**src/rtl/mul_pkg.sv**
```systemverilog
// Shared types for the sequential Booth multiplier.
// Holds the FSM state encoding and the default operand width.
package mul_pkg;

  localparam int WIDTH_DEF = 32;

  typedef enum logic [1:0] {
    IDLE = 2'd0,
    EXEC = 2'd1,
    DONE = 2'd2
  } state_t;

endpackage

```
**src/rtl/booth_step.sv**
```systemverilog
// One combinational radix-2 Booth step: add/sub M, then shift right.
// Ports: u, m, v0, x_prev in; u_nxt, v_msb, x_nxt out.
module booth_step
  import mul_pkg::*;
#(
  parameter int WIDTH = WIDTH_DEF
) (
  input  logic [WIDTH-1:0] u,
  input  logic [WIDTH-1:0] m,
  input  logic             v0,
  input  logic             x_prev,
  output logic [WIDTH-1:0] u_nxt,
  output logic             v_msb,
  output logic             x_nxt
);

  logic             sub;
  logic             add;
  logic [WIDTH-1:0] b;
  logic             cin;
  logic [WIDTH-1:0] s;
  logic             co;
  logic             co_prev;
  logic             msb;

  assign sub = v0 & ~x_prev;
  assign add = ~v0 & x_prev;

  always_comb begin
    b   = '0;
    cin = 1'b0;
    unique case (1'b1)
      sub: begin
        b   = ~m;
        cin = 1'b1;
      end
      add: b = m;
      default: ;
    endcase
  end

  cla_add #(.WIDTH(WIDTH)) u_add (
    .a     (u),
    .b     (b),
    .cin   (cin),
    .sum   (s),
    .co    (co),
    .c_msb (co_prev)
  );

  // True sign of the WIDTH+1-bit sum survives signed overflow.
  assign msb = (sub | add)
             ? (s[WIDTH-1] ^ (co ^ co_prev))
             : u[WIDTH-1];

  assign u_nxt = {msb, s[WIDTH-1:1]};
  assign v_msb = s[0];
  assign x_nxt = v0;

endmodule

```
**src/rtl/cla_add.sv**
```systemverilog
// WIDTH-bit adder built from 4-bit carry-lookahead groups.
// Ports: a, b, cin in; sum, co (carry out), c_msb (carry into MSB) out.
module cla_add #(
  parameter int WIDTH = 32
) (
  input  logic [WIDTH-1:0] a,
  input  logic [WIDTH-1:0] b,
  input  logic             cin,
  output logic [WIDTH-1:0] sum,
  output logic             co,
  output logic             c_msb
);

  localparam int NG = WIDTH / 4;

  logic [WIDTH-1:0] g;
  logic [WIDTH-1:0] p;
  logic [WIDTH:0]   c;

  assign g = a & b;
  assign p = a ^ b;

  always_comb begin
    c    = '0;
    c[0] = cin;
    for (int k = 0; k < NG; k++) begin
      c[4*k+1] = g[4*k]
               | (p[4*k] & c[4*k]);
      c[4*k+2] = g[4*k+1]
               | (p[4*k+1] & g[4*k])
               | (p[4*k+1] & p[4*k] & c[4*k]);
      c[4*k+3] = g[4*k+2]
               | (p[4*k+2] & g[4*k+1])
               | (p[4*k+2] & p[4*k+1] & g[4*k])
               | (p[4*k+2] & p[4*k+1] & p[4*k]
                  & c[4*k]);
      c[4*k+4] = g[4*k+3]
               | (p[4*k+3] & g[4*k+2])
               | (p[4*k+3] & p[4*k+2] & g[4*k+1])
               | (p[4*k+3] & p[4*k+2] & p[4*k+1]
                  & g[4*k])
               | (p[4*k+3] & p[4*k+2] & p[4*k+1]
                  & p[4*k] & c[4*k]);
    end
  end

  assign sum   = p ^ c[WIDTH-1:0];
  assign co    = c[WIDTH];
  assign c_msb = c[WIDTH-1];

endmodule

```
**src/rtl/booth_seq_mul.sv**
```systemverilog
// Sequential signed radix-2 Booth multiplier, one step per clock.
// Ports: clk, reset_n, op_start, op_clear, operands in; op_done, result out.
module booth_seq_mul
  import mul_pkg::*;
#(
  parameter int WIDTH = WIDTH_DEF
) (
  input  logic               clk,
  input  logic               reset_n,
  input  logic               op_start,
  input  logic               op_clear,
  input  logic [WIDTH-1:0]   multiplicand,
  input  logic [WIDTH-1:0]   multiplier,
  output logic               op_done,
  output logic [2*WIDTH-1:0] result
);

  localparam int CW = $clog2(WIDTH);

  state_t           state;
  logic [WIDTH-1:0] u_q;
  logic [WIDTH-1:0] v_q;
  logic [WIDTH-1:0] m_q;
  logic             x_q;
  logic [CW-1:0]    cnt_q;

  logic [WIDTH-1:0] u_nxt;
  logic             v_msb;
  logic             x_nxt;
  logic [WIDTH-1:0] v_nxt;

  booth_step #(.WIDTH(WIDTH)) u_step (
    .u      (u_q),
    .m      (m_q),
    .v0     (v_q[0]),
    .x_prev (x_q),
    .u_nxt  (u_nxt),
    .v_msb  (v_msb),
    .x_nxt  (x_nxt)
  );

  assign v_nxt = {v_msb, v_q[WIDTH-1:1]};

  always_ff @(posedge clk or negedge reset_n) begin
    if (!reset_n) begin
      state   <= IDLE;
      u_q     <= '0;
      v_q     <= '0;
      m_q     <= '0;
      x_q     <= 1'b0;
      cnt_q   <= '0;
      op_done <= 1'b0;
      result  <= '0;
    end else if (op_clear) begin
      state   <= IDLE;
      u_q     <= '0;
      v_q     <= '0;
      x_q     <= 1'b0;
      cnt_q   <= '0;
      op_done <= 1'b0;
      result  <= '0;
    end else begin
      unique case (state)
        IDLE: begin
          if (op_start) begin
            m_q   <= multiplicand;
            u_q   <= '0;
            v_q   <= multiplier;
            x_q   <= 1'b0;
            cnt_q <= '0;
            state <= EXEC;
          end
        end
        EXEC: begin
          u_q   <= u_nxt;
          v_q   <= v_nxt;
          x_q   <= x_nxt;
          cnt_q <= cnt_q + 1'b1;
          if (cnt_q == CW'(WIDTH - 1)) begin
            state   <= DONE;
            op_done <= 1'b1;
            result  <= {u_nxt, v_nxt};
          end
        end
        DONE: ;
        default: state <= IDLE;
      endcase
    end
  end

endmodule

```
**config.mk**
```make
export PLATFORM = sky130hd
export DESIGN_NAME = booth_seq_mul
export DESIGN_NICKNAME = d
export VERILOG_FILES = /design/src/rtl/mul_pkg.sv /design/src/rtl/booth_step.sv /design/src/rtl/cla_add.sv /design/src/rtl/booth_seq_mul.sv
export SDC_FILE = /design/constraint.sdc
export NUM_CORES = 1
export LEC_CHECK = 0
export BUFFER_PORTS_ARGS = -buffer_cell sky130_fd_sc_hd__buf_4
export CAP_MARGIN = 25
export CORE_ASPECT_RATIO = 0.5
export CORE_UTILIZATION = 30
export DETAILED_ROUTE_END_ITERATION = 7
export MAX_ROUTING_LAYER = met4
export PLACE_DENSITY = 0.49
export SLEW_MARGIN = 20
export SYNTH_ARGS = -nofsm -noshare
export SYNTH_HDL_FRONTEND = slang
export SYNTH_HIERARCHICAL = 1
export SYNTH_SLANG_ARGS = --single-unit
```
**constraint.sdc**
```tcl
create_clock -name clk -period 4.9 [get_ports clk]
set_input_delay 0 -clock clk [delete_from_list [all_inputs] [get_ports clk]]
set_output_delay 0 -clock clk [all_outputs]
set_load 0.05 [all_outputs]
```
## Word-level counts from Yosys, hierarchy flattened

Index checks and enable logic that the tools add are counted.

- Flip-flop bits (word level): 169
- Bits of input ports: 68
- Logic and storage cells: 268

- Add/subtract/negate cells: 1
- Equal/unequal tests: 6
- Mux-type cells: 25
- Bitwise gates (word level): 220
- Reduce and logical (&&, ||, !) cells: 8

Operators by type and width:

| kind | count |
|---|---|
| $mux 64 | 3 |
| $pmux 32 s2 | 3 |
| $and 1x1->1 | 130 |
| $mux 32 | 4 |
| $or 1x1->1 | 81 |
| $xor 32x32->32 | 2 |
| $and 32x32->32 | 1 |
| $not 32->32 | 1 |
| $mux 5 | 2 |
| $pmux 5 s2 | 1 |
| $mux 1 | 7 |
| $mux 2 | 3 |
| $ne 3x3->1 const B | 2 |
| $pmux 2 s3 | 1 |
| $reduce_and 3->1 | 2 |
| $add 5x1->5 const B | 1 |
| $eq 5x5->1 const B | 1 |
| $reduce_and 2->1 | 2 |
| $reduce_bool 2->1 | 2 |
| $not 1->1 | 3 |
| $reduce_bool 3->1 | 1 |
| $eq 2x1->1 const B | 1 |
| $eq 2x2->1 const B | 1 |
| $logic_not 2->1 | 1 |
| other kinds (3) | 4 |

## Logic depth before layout (Yosys ltp)

Gate-level depths: netlist of the first run.

- Depth in word-level cells: 29
- Mapped depth: 17
- Depth with buffers taken out: 15

## Cells and area by module

Netlist of the first run, hierarchy kept.

Modules (own cells, without submodules):

| module | times used | cells an instance | area an instance (um^2) | sequential area each (um^2) |
|---|---|---|---|---|
| booth_seq_mul | 1 | 495 | 6567.5 | 4229.1 |
| cla_add | 1 | 159 | 1341.3 | 0.0 |
| booth_step | 1 | 47 | 465.4 | 0.0 |

## Worst setup path before layout of the first run

OpenSTA, ideal clock, no wires.

- Path type: register to register
- Start point: reg v_q[0]
- End point: reg u_q[31]
- Arrival time: 3.855 ns
- Data required time: 4.779 ns
- Path slack: 0.924 ns
- Cell stages (with the launch flop): 17
- Path buffers: 2
- Clock period less this slack: 3.976 ns
- Cells stage by stage: dfrtp_1 > ha_1 > buf_2 > mux2_2 > ha_1 > a21oi_2 > o21ai_1 > a221o_1 > a311o_1 > o41ai_4 > o21ai_2 > a21o_1 > a21o_1 > xnor3_1 > o21ai_1 > buf_4 > a22o_1

- Elaborated cells between the ends (all ways): 110
- Classes of those cells: 5 x mux; 105 x bitwise

RTL lines:

| what | RTL line | RTL |
|---|---|---|
| from (decl) | booth_seq_mul.sv:22 | `logic [WIDTH-1:0] v_q;` |
| from (signal assigned) | booth_seq_mul.sv:68 | `v_q <= multiplier;` |
| from (signal assigned) | booth_seq_mul.sv:76 | `v_q <= v_nxt;` |
| $and 1x1->1 * | booth_step.sv:26 | `assign sub = v0 & ~x_prev;` |
| $mux 1 * | booth_step.sv:32 | `unique case (1'b1)` |
| via u_step.cin | booth_step.sv:20 | `logic cin;` |
| $and 1x1->1 * | cla_add.sv:43 | `& p[4*k] & c[4*k]);` |
| $or 1x1->1 * | cla_add.sv:42 | `\| (p[4*k+3] & p[4*k+2] & p[4*k+1]` |
| $and 1x1->1 * | cla_add.sv:43 |  |
| $or 1x1->1 * | cla_add.sv:42 |  |
| $and 1x1->1 * | cla_add.sv:43 |  |
| (+10 left out) | -- |  |
| $or 1x1->1 * | cla_add.sv:35 | `\| (p[4*k+2] & p[4*k+1] & p[4*k]` |
| via u_step.co_prev | booth_step.sv:23 | `logic co_prev;` |
| $xor 32x32->32 / $xor 1x1->1 (equally long branches) | cla_add.sv:47, booth_step.sv:53 |  |
| $xor 1x1->1 * | booth_step.sv:53 | `? (s[WIDTH-1] ^ (co ^ co_prev))` |
| $mux 1 * | booth_step.sv:53 |  |
| via u_step.msb | booth_step.sv:24 | `logic msb;` |
| $pmux 32 s2 * | booth_seq_mul.sv:63 | `unique case (state)` |
| $mux 32 * | booth_seq_mul.sv:54 | `end else if (op_clear) begin` |
| to (signal assigned) | booth_seq_mul.sv:75 | `u_q <= u_nxt;` |
| to (decl) | booth_seq_mul.sv:21 | `logic [WIDTH-1:0] u_q;` |

Mark *: on every way through the listed nets, which the timed path passes. The rest lies on a longest branch.
A chain may end at the register's enable or synchronous reset.

## Final worst setup path of the first run

- Start point: reg x_q
- End point: reg u_q[31]

- Elaborated cells between the ends (all ways): 110
- Classes of those cells: 5 x mux; 105 x bitwise

RTL lines:

| what | RTL line | RTL |
|---|---|---|
| from (decl) | booth_seq_mul.sv:24 | `logic x_q;` |
| from (signal assigned) | booth_seq_mul.sv:77 | `x_q <= x_nxt;` |
| $not 1->1 | booth_step.sv:26 |  |
| $and 1x1->1 | booth_step.sv:26 |  |
| $mux 1 | booth_step.sv:32 |  |
| via u_step.cin | booth_step.sv:20 |  |
| $and 1x1->1 | cla_add.sv:43 |  |
| $or 1x1->1 | cla_add.sv:42 |  |
| $and 1x1->1 | cla_add.sv:43 |  |
| $or 1x1->1 | cla_add.sv:42 |  |
| (+12 left out) | -- |  |
| via u_step.co_prev | booth_step.sv:23 |  |
| $xor 32x32->32 | cla_add.sv:47 | `assign sum = p ^ c[WIDTH-1:0];` |
| via u_nxt[30] | booth_seq_mul.sv:27 | `logic [WIDTH-1:0] u_nxt;` |
| $xor 1x1->1 | booth_step.sv:53 |  |
| $mux 1 | booth_step.sv:53 |  |
| via u_nxt[31] | booth_seq_mul.sv:27 |  |
| $pmux 32 s2 | booth_seq_mul.sv:63 |  |
| $mux 32 | booth_seq_mul.sv:54 |  |

The timed path passes the listed nets, and every way through them passes these cells.

==> results.cfg, run 1 <==
[logic_synthesis]
yosys_register_bits = 169
synth_edf_count = 0
ys_async_sr_fraction_pct = 100
synth_warnings = 6
synthTopCellsByArea = dfrtp_1 51%, a22o_1 14%, mux2_2 8.5%
syn_inst = 701
ys.flop_type = dfrtp_1
yosysMostFrequentCell = dfrtp_1
yosys-top-cells-count = 169 x dfrtp_1, 133 x a22o_1, 73 x nand2_1, 63 x mux2_2, 36 x ha_1
yosysSeqAreaShare_pct = 50.5
synth.distinct_cells = 52
yosysTopAreaCell = dfrtp_1
syn_area_mm2 = 0.00837
synth_nets = 813
avgSynthCellArea_um2 = 11.9
synth_top_cell_area_share_pct = 50.5

[timing]
grt_setup_unrepaired = no
slew_headroom_pct = 41.0
finalHoldViolCount = 0
maxSlewViolCount = 0
fmax_mhz = 221
finalCritPeriodShare_pct = 92.5
fin_crit_ns = 4.53
whs_ns = 0.0385
finalSetupViolations = 0
fin_skew_ns = 0.0107
worst_pin_slew_ns = 0.885
fin_tns_setup_ns = 0

[clocking]
cts_max_path_buffers = 2
cts_tree = done
clkTransAtPathRegs_ns = 0.06
numCtsBuffers = 17
cts-root-buf = clkbuf_16
post_cts_buffers = 0
h-tree-depth = 4
clock_latency_ns = 0.44
cts_sinks = 169

[worst_setup_path]
required_ns = 5.28
arrival_ns = 4.91
critPathLaunchType = register
end_kind = register
critical_path_class = reg2reg
critPathMaxStageDelay_ns = 0.65
crit_fanout = 23
path_cells = inv_1, ha_1, mux2_2, ha_1, a21oi_2, o21ai_1, a221o_1, a311o_1, o41ai_4, o21ai_2, a21o_1, xor2_1, xnor3_1, o21ai_1, a22o_1
cp_slowest_cell = ha_1

[layout]
multi_input_area_mm2 = 0.00385
drive_gt1_share_pct = 28.3
fin_nets = 989
syn_to_final_growth_pct = 30.6
fillCellCount = 2620
final_area_mm2 = 0.0109
fin_util_pct = 40.6
seq_area_mm2 = 0.00423

[power]
powerDensity_mw_per_mm2 = 314
vdd_drop_max_uv = 249
post-layout-total-power_uw = 3440
cellLeakagePower_uw = 0.00536

[grt]
grt_max_degree = 104
overflow = 0
grt_pass1_vias = 6363
track_usage_pct = 16.5
grt_pass1_wl_um = 35300
antenna_found_initial = 1

[die]
die_h_um = 120
row_count = 42
die_area_mm2 = 0.0286
io_pins = 133
die_w_um = 238
initial_core_util_pct = 31.1
coreArea_mm2 = 0.0269

[detailed_routing]
vias = 6115
routedWlPerCell_um = 17.3
wirelength_um = 21900
dr.pass1.iters = 4
detail-route-antenna-nets = 0
drt-initial-drc-count = 435
drc = 0
via_per_inst = 4.83

[placed_design]
port_buffers = 132
gp_congestion = 0.764
dpl.hpwl_um = 14200
placed_area_mm2 = 0.00968

[status]
run_status = completed

[min_path]
hold_path.class = in2reg

[job]
cap_violations = 0
metrics by stage:
step	cells	setup slack (ns)
after detailed placement	1169	0.251
after floorplan	701	0.924
after global routing	1265	0.113
after CTS	1264	0.214
final	1265	0.369
after global placement	1169	0.483
kinds of logic after synthesis:
group,synth area share (%)
xor+xnor,2.57
simple gates,6.45
compound gates,20.6
mux,8.86
flops,50.5
fa+ha+maj,7.29
buf+inv,3.77
routing by layer:
layer | routed length [um] | track usage [%]
met5 | 0 | -
met4 | 272 | 4.53
met3 | 655 | 3.80
met2 | 10100 | 25.2
met1 | 10800 | 21.9
worst paths after layout:
check                           slack [ns]          to  depth (start not counted)      startpoint
worst max-delay path                  0.37     u_q[31]                         15             x_q
worst min register to register        0.51  result[14]                          1      result[14]
worst min-delay path                  0.04     v_q[30]                          4  multiplier[30]
max in group asynchronous             3.64     u_q[22]                          3         reset_n
min in group asynchronous             0.21   result[5]                          2         reset_n
worst max register to register        0.37     u_q[31]                         15             x_q
final cells by class:
type	instances	area share [%]
clock buffers	21	4.30
flip-flops and latches	169	38.7
clock inverters	11	1.33
well taps	374	4.28
inverters	12	0.412
repair buffers	207	15.7
multi-input cells	470	35.2
diodes	1	0.0229
power breakdown:
part	switching (uW)	leakage [uW]	total, uW	internal (uW)
sequential	88.9	0.00227	1570	1480
combinational	213	0.00280	442	229
clock	579	0.000295	1420	841
total	881	0.00536	3440	2560
cell usage in the layout, fill, tap and decap left out, types with 9 or more instances in the layout:
cell type      instances
a21oi_1               16
a22o_1               133
buf_4                143
clkbuf_16             17
dfrtp_1              168
dlygate4sd3_1         63
ha_1                  35
inv_1                 12
mux2_2                63
nand2_1               73
nor2_1                 9
o21ai_0               34
xnor2_1                9
xor2_1                13
sequential cells by signal (all words and copies together), names as in the netlist:
register	flops
u_q	32
v_q	32
m_q	32
result	64
cnt_q	5
op_done	1
x_q	1
state	2
worst max-delay path, delay by kind of cell, from the launching register on:
family,cells,cell delay [ns]
mux,1,0.29
xor+xnor,2,0.57
buf+inv,1,0.06
flops,1,0.40
fa+ha+maj,2,0.93
compound gates,9,2.21
timing repair:
item                                   4_1_cts  5_1_grt
endpoints found under the hold margin      165        0
hold buffers                                63        0
setup endpoints to repair                    0        2
gates resized for setup                      0        1
No activity file was read; power rests on OpenSTA's default activity.
==> inputs of run 2 (changes only) <==
--- a/config.mk
+++ b/config.mk
@@ -15,5 +15,4 @@
 export SLEW_MARGIN = 20
 export SYNTH_ARGS = -nofsm -noshare
 export SYNTH_HDL_FRONTEND = slang
-export SYNTH_HIERARCHICAL = 1
 export SYNTH_SLANG_ARGS = --single-unit
==> run 2 against run 1 <==
Compared with the run above:
- clock power decreased by 9%
- first-iteration DRC count decreased by 17%
- maximum frequency increased by 6.4%
- critical path type unchanged
==> results.cfg, run 2 <==
[grt]
overflow = 0
grt_max_degree = 67
antenna_found_initial = 0
grt_pass1_vias = 6483
track_usage_pct = 16.7
grt_pass1_wl_um = 35300

[placed_design]
gp_congestion = 0.799
port_buffers = 132
placed_area_mm2 = 0.00954
dpl.hpwl_um = 14200

[layout]
fin_nets = 1028
final_area_mm2 = 0.0108
multi_input_area_mm2 = 0.00374
final_cell_mix = 169 x dfrtp_1, 143 x buf_4, 92 x nand2_1
diodes = 0
regMostFlops = result
fillCellCount = 2580
drive_gt1_share_pct = 24.5
final_common_cell = dfrtp_1
largest_reg_flops = 64
syn_to_final_growth_pct = 32.0
seq_area_mm2 = 0.00423
fin_util_pct = 40.5

[clocking]
cts_sinks = 169
cts-root-buf = clkbuf_16
cts_resized = 0
numCtsBuffers = 17
cts_max_path_buffers = 2
clock_latency_ns = 0.45
hold_buffers = 66
cts_tree = done
post_cts_buffers = 0
clkTransAtPathRegs_ns = 0.07
h-tree-depth = 4

[timing]
grt_setup_unrepaired = no
fmax_mhz = 235
fin_crit_ns = 4.26
finalSetupViolations = 0
whs_ns = 0.0787
fin_skew_ns = 0.00749
fin_tns_setup_ns = 0
slew_headroom_pct = 41.8
worst_pin_slew_ns = 0.873
finalHoldViolCount = 0
maxSlewViolCount = 0
finalCritPeriodShare_pct = 86.9

[power]
vdd_drop_max_uv = 257
powerDensity_mw_per_mm2 = 320
cellLeakagePower_uw = 0.00513
post-layout-total-power_uw = 3450

[worst_setup_path]
critPathLaunchType = register
path_cells = inv_1, ha_1, inv_1, o21ai_0, ha_1, a41oi_1, o21ai_0, and3_4, o311ai_2, a211o_2, nand3_1, a21o_1, fa_1, xor2_1, a22o_1
crit_fanout = 23
end_kind = register
critical_path_class = reg2reg
critPathMaxStageDelay_ns = 0.57
required_ns = 5.24
arrival_ns = 4.60
cp_slowest_cell = inv_1

[detailed_routing]
dr.pass1.iters = 5
wirelength_um = 21500
routedWlPerCell_um = 16.8
drc = 0
via_per_inst = 4.94
drt-initial-drc-count = 362
detail-route-antenna-nets = 0
vias = 6316

[job]
cap_violations = 0

[logic_synthesis]
synth_nets = 844
yosys-top-cells-count = 169 x dfrtp_1, 92 x nand2_1, 85 x a22o_1, 79 x o21ai_0, 40 x clkbuf_1
ys.flop_type = dfrtp_1
syn_area_mm2 = 0.00815
synthTopCellsByArea = dfrtp_1 52%, a22o_1 9.1%, ha_1 5.8%
yosysMostFrequentCell = dfrtp_1
synth.distinct_cells = 50
avgSynthCellArea_um2 = 11.2
ys_async_sr_fraction_pct = 100
yosysTopAreaCell = dfrtp_1
synth_edf_count = 0
yosysSeqAreaShare_pct = 51.9
synth_warnings = 0
yosys_register_bits = 169
syn_inst = 730
synth_top_cell_area_share_pct = 51.9

[die]
coreArea_mm2 = 0.0265
io_pins = 133
row_count = 42
initial_core_util_pct = 30.7
die_w_um = 235
die_area_mm2 = 0.0279
die_h_um = 119

[status]
run_status = completed

[min_path]
hold_path.class = in2async
-- run 2: cell type report --
cell class	count	area share [%]
Sequential cell	169	39.3
Multi-Input combinational cell	504	34.8
Timing Repair Buffer	210	16.2
Tap cell	352	4.09
Clock buffer	17	3.95
Clock inverter	15	1.21
Inverter	12	0.419
-- run 2: worst max-delay path: cells and delay by family (launching register included) --
| kind | cells | cell delay, ns |
|---|---|---|
| adders and majority gates | 3 | 0.88 |
| DFF | 1 | 0.40 |
| AOI/OAI and AO/OA | 7 | 1.72 |
| and+or+nand+nor | 2 | 0.34 |
| buffers and inverters | 2 | 0.65 |
| xor gates and xnor gates | 1 | 0.17 |
-- run 2: stage by stage --
| stage | std cells | setup slack [ns] |
|---|---|---|
| 2_1_floorplan | 730 | 1.41 |
| 3_3_place_gp | 1181 | 0.817 |
| 3_5_place_dp | 1181 | 0.689 |
| 4_1_cts | 1279 | 0.664 |
| 5_1_grt | 1279 | 0.423 |
| 6_report | 1279 | 0.641 |
-- run 2: logic make-up (layout without fill, tap and decap cells) --
family	count (synthesis)	after routing	share of synthesized area, %
compound gates	261	261	22.9
xor+xnor	21	21	2.26
fa+ha+maj	46	46	7.80
buf+inv	57	254	2.67
flops	169	169	51.9
mux	35	35	4.80
simple gates	141	141	7.72
-- run 2: layer usage --
metal / vias to the layer above / share of wire (%) / track usage, %
met3: 34 / 3.1 / 3.48
met1: 3129 / 49 / 22.3
met2: 101 / 46 / 25.2
met5: - / 0 / -
li1: 3052 / - / -
met4: 0 / 1.7 / 5.67
-- run 2: where the power goes --
group | switching [uW] | internal (uW) | total (uW)
Clock | 590 | 697 | 1290
Sequential | 91.4 | 1500 | 1590
Combinational | 310 | 257 | 567
-- run 2: path summary, 6_finish.rpt --
check / startpoint / endpoint / slack (ns) / cells after the start
setup reg to reg: x_q / result[60] / 0.64 / 15
min in group clk: multiplicand[9] / m_q[9] / 0.33 / 3
setup / recovery: x_q / result[60] / 0.64 / 15
max in group asynchronous: reset_n / u_q[7] / 3.57 / 3
hold reg to reg: result[58] / result[58] / 0.49 / 2
hold / removal: reset_n / result[2] / 0.08 / 2
==> inputs of run 3 (changes only) <==
--- a/config.mk
+++ b/config.mk
@@ -5,7 +5,7 @@
 export SDC_FILE = /design/constraint.sdc
 export NUM_CORES = 1
 export LEC_CHECK = 0
-export BUFFER_PORTS_ARGS = -buffer_cell sky130_fd_sc_hd__buf_4
+export BUFFER_PORTS_ARGS = -buffer_cell sky130_fd_sc_hd__buf_2
 export CAP_MARGIN = 25
 export CORE_ASPECT_RATIO = 0.5
 export CORE_UTILIZATION = 30
==> run 3 against run 2 <==
Compared with the run above:
- global-route usage is 0.092 points higher
- final area is 3.1% lower
- final cell count stayed put
- sequential cell count stayed put
- combinational power is 2% lower
- largest cell class unchanged
- largest power group unchanged
- utilization is 1.2 points lower
- register-to-register slack better by 0.09 ns
- sequential share of layout area is 1.2 points higher
- die area stayed put
==> results.cfg, run 3 (synthesized netlist as in run 2, its figures left out) <==
[status]
run_status = completed

[timing]
fmax_mhz = 240
worst_pin_slew_ns = 0.858
fin_crit_ns = 4.17
fin_tns_setup_ns = 0
finalCritPeriodShare_pct = 85.2
slew_headroom_pct = 42.8
maxSlewViolCount = 0
grt_setup_unrepaired = no
whs_ns = 0.107
finalHoldViolCount = 0
finalSetupViolations = 0
fin_skew_ns = 0.00719

[worst_setup_path]
path_common_cell = ha_1
critical_path_class = reg2reg
arrival_ns = 4.50
required_ns = 5.23
end_kind = register
r2r_cells = 14
r2r_slack_ns = 0.73
path_cells = inv_1, ha_1, buf_4, nand2_1, o21ai_0, ha_1, nand4b_4, a2111oi_4, o311ai_2, a211o_2, nand3_1, a21o_1, fa_1, a22o_1
cp_slowest_cell = ha_1
crit_fanout = 21
critPathMaxStageDelay_ns = 0.73
critPathLaunchType = register

[detailed_routing]
vias = 6301
wirelength_um = 21800
drc = 0
via_per_inst = 4.93
detail-route-antenna-nets = 0
routedWlPerCell_um = 17.0
drt-initial-drc-count = 459
dr.pass1.iters = 4

[layout]
diodes = 0
multi_input_area_mm2 = 0.00374
seq_area_mm2 = 0.00423
largest_reg_flops = 64
fillCellCount = 2550
final_cell_mix = 169 x dfrtp_1, 131 x buf_2, 92 x nand2_1
drive_gt1_share_pct = 24.4
syn_to_final_growth_pct = 27.9
fin_nets = 1028
final_common_cell = dfrtp_1
regMostFlops = result

[clocking]
numCtsBuffers = 17
clkTransAtPathRegs_ns = 0.07
cts_max_path_buffers = 2
cts_sinks = 169
post_cts_buffers = 0
cts_tree = done
h-tree-depth = 4
cts-root-buf = clkbuf_16
clock_latency_ns = 0.44

[die]
die_w_um = 235
coreArea_mm2 = 0.0265
io_pins = 133
row_count = 42
initial_core_util_pct = 30.7
die_area_mm2 = 0.0279
die_h_um = 119

[power]
powerDensity_mw_per_mm2 = 328
vdd_drop_max_uv = 243
cellLeakagePower_uw = 0.00508

[grt]
track_usage_pct = 16.8
overflow = 0
grt_pass1_vias = 6352
grt_pass1_wl_um = 35300
antenna_found_initial = 0
grt_max_degree = 64

[min_path]
hold_path.class = in2async

[placed_design]
port_buffers = 132
dpl.hpwl_um = 14300
gp_congestion = 0.817

[job]
cap_violations = 0
==> run 3: path summary, 6_finish.rpt <==
check | start | end
worst min register to register | op_done | op_done
worst max-delay path | v_q[0] | u_q[27]
min in group clk | op_start | v_q[25]
worst min-delay path | reset_n | result[4]
worst max register to register | v_q[0] | u_q[27]
max in group asynchronous | reset_n | m_q[3]
==> run 3: what timing repair did <==
| item | CTS | global route |
|---|---|---|
| hold buffers | 66 | 0 |
| endpoints found under the hold margin | 125 | 0 |
| gates resized for setup | 0 | 0 |
==> run 3: cell type report <==
cell class | count | share of cell area [%]
clock inverter | 10 | 0.660
tap | 352 | 4.22
timing repair buffer | 210 | 13.6
multi-input combinational | 504 | 35.9
clock buffer | 22 | 4.64
inverter | 12 | 0.432
sequential | 169 | 40.6
==> run 3: per-stage QoR <==
stage / area (um^2) / std cells / total power, uW / utilization (%) / setup WS (ns)
2_1_floorplan: 8150 / 730 / 1940 / - / 1.41
3_3_place_gp: 9210 / 1181 / 2130 / 34.7 / 0.868
3_5_place_dp: 9210 / 1181 / 2140 / 34.7 / 0.740
4_1_cts: 10400 / 1279 / 3480 / 39.3 / 0.704
5_1_grt: 10400 / 1279 / 3610 / 39.3 / 0.363
6_report: 10400 / 1279 / 3420 / 39.3 / 0.727
==> run 3: critical path: cells and delay by family (launching register included) <==
family / cells / cell delay (ns)
AO/OA/AOI/OAI: 6 / 1.47
adder cells (fa/ha/maj): 3 / 1.42
buffers and inverters: 2 / 0.43
flip-flops: 1 / 0.40
AND/OR/NAND/NOR: 3 / 0.33
==> run 3: routing by layer <==
| metal | share of wire (%) | routed length [um] | vias up | GRT usage, % |
|---|---|---|---|---|
| met5 | 0 | 0 | - | - |
| met4 | 1.2 | 272 | 0 | 4.77 |
| met3 | 3.1 | 669 | 16 | 3.67 |
| met2 | 46 | 9990 | 105 | 25.1 |
| met1 | 50 | 10900 | 3131 | 22.8 |
| li1 | - | - | 3049 | - |
==> run 3: power breakdown <==
part | leakage (uW) | switching (uW) | internal, uW | total (uW)
Clock | 0.000257 | 573 | 700 | 1270
Combinational | 0.00256 | 310 | 243 | 553
Sequential | 0.00226 | 95.6 | 1500 | 1600
Total | 0.00508 | 979 | 2450 | 3420
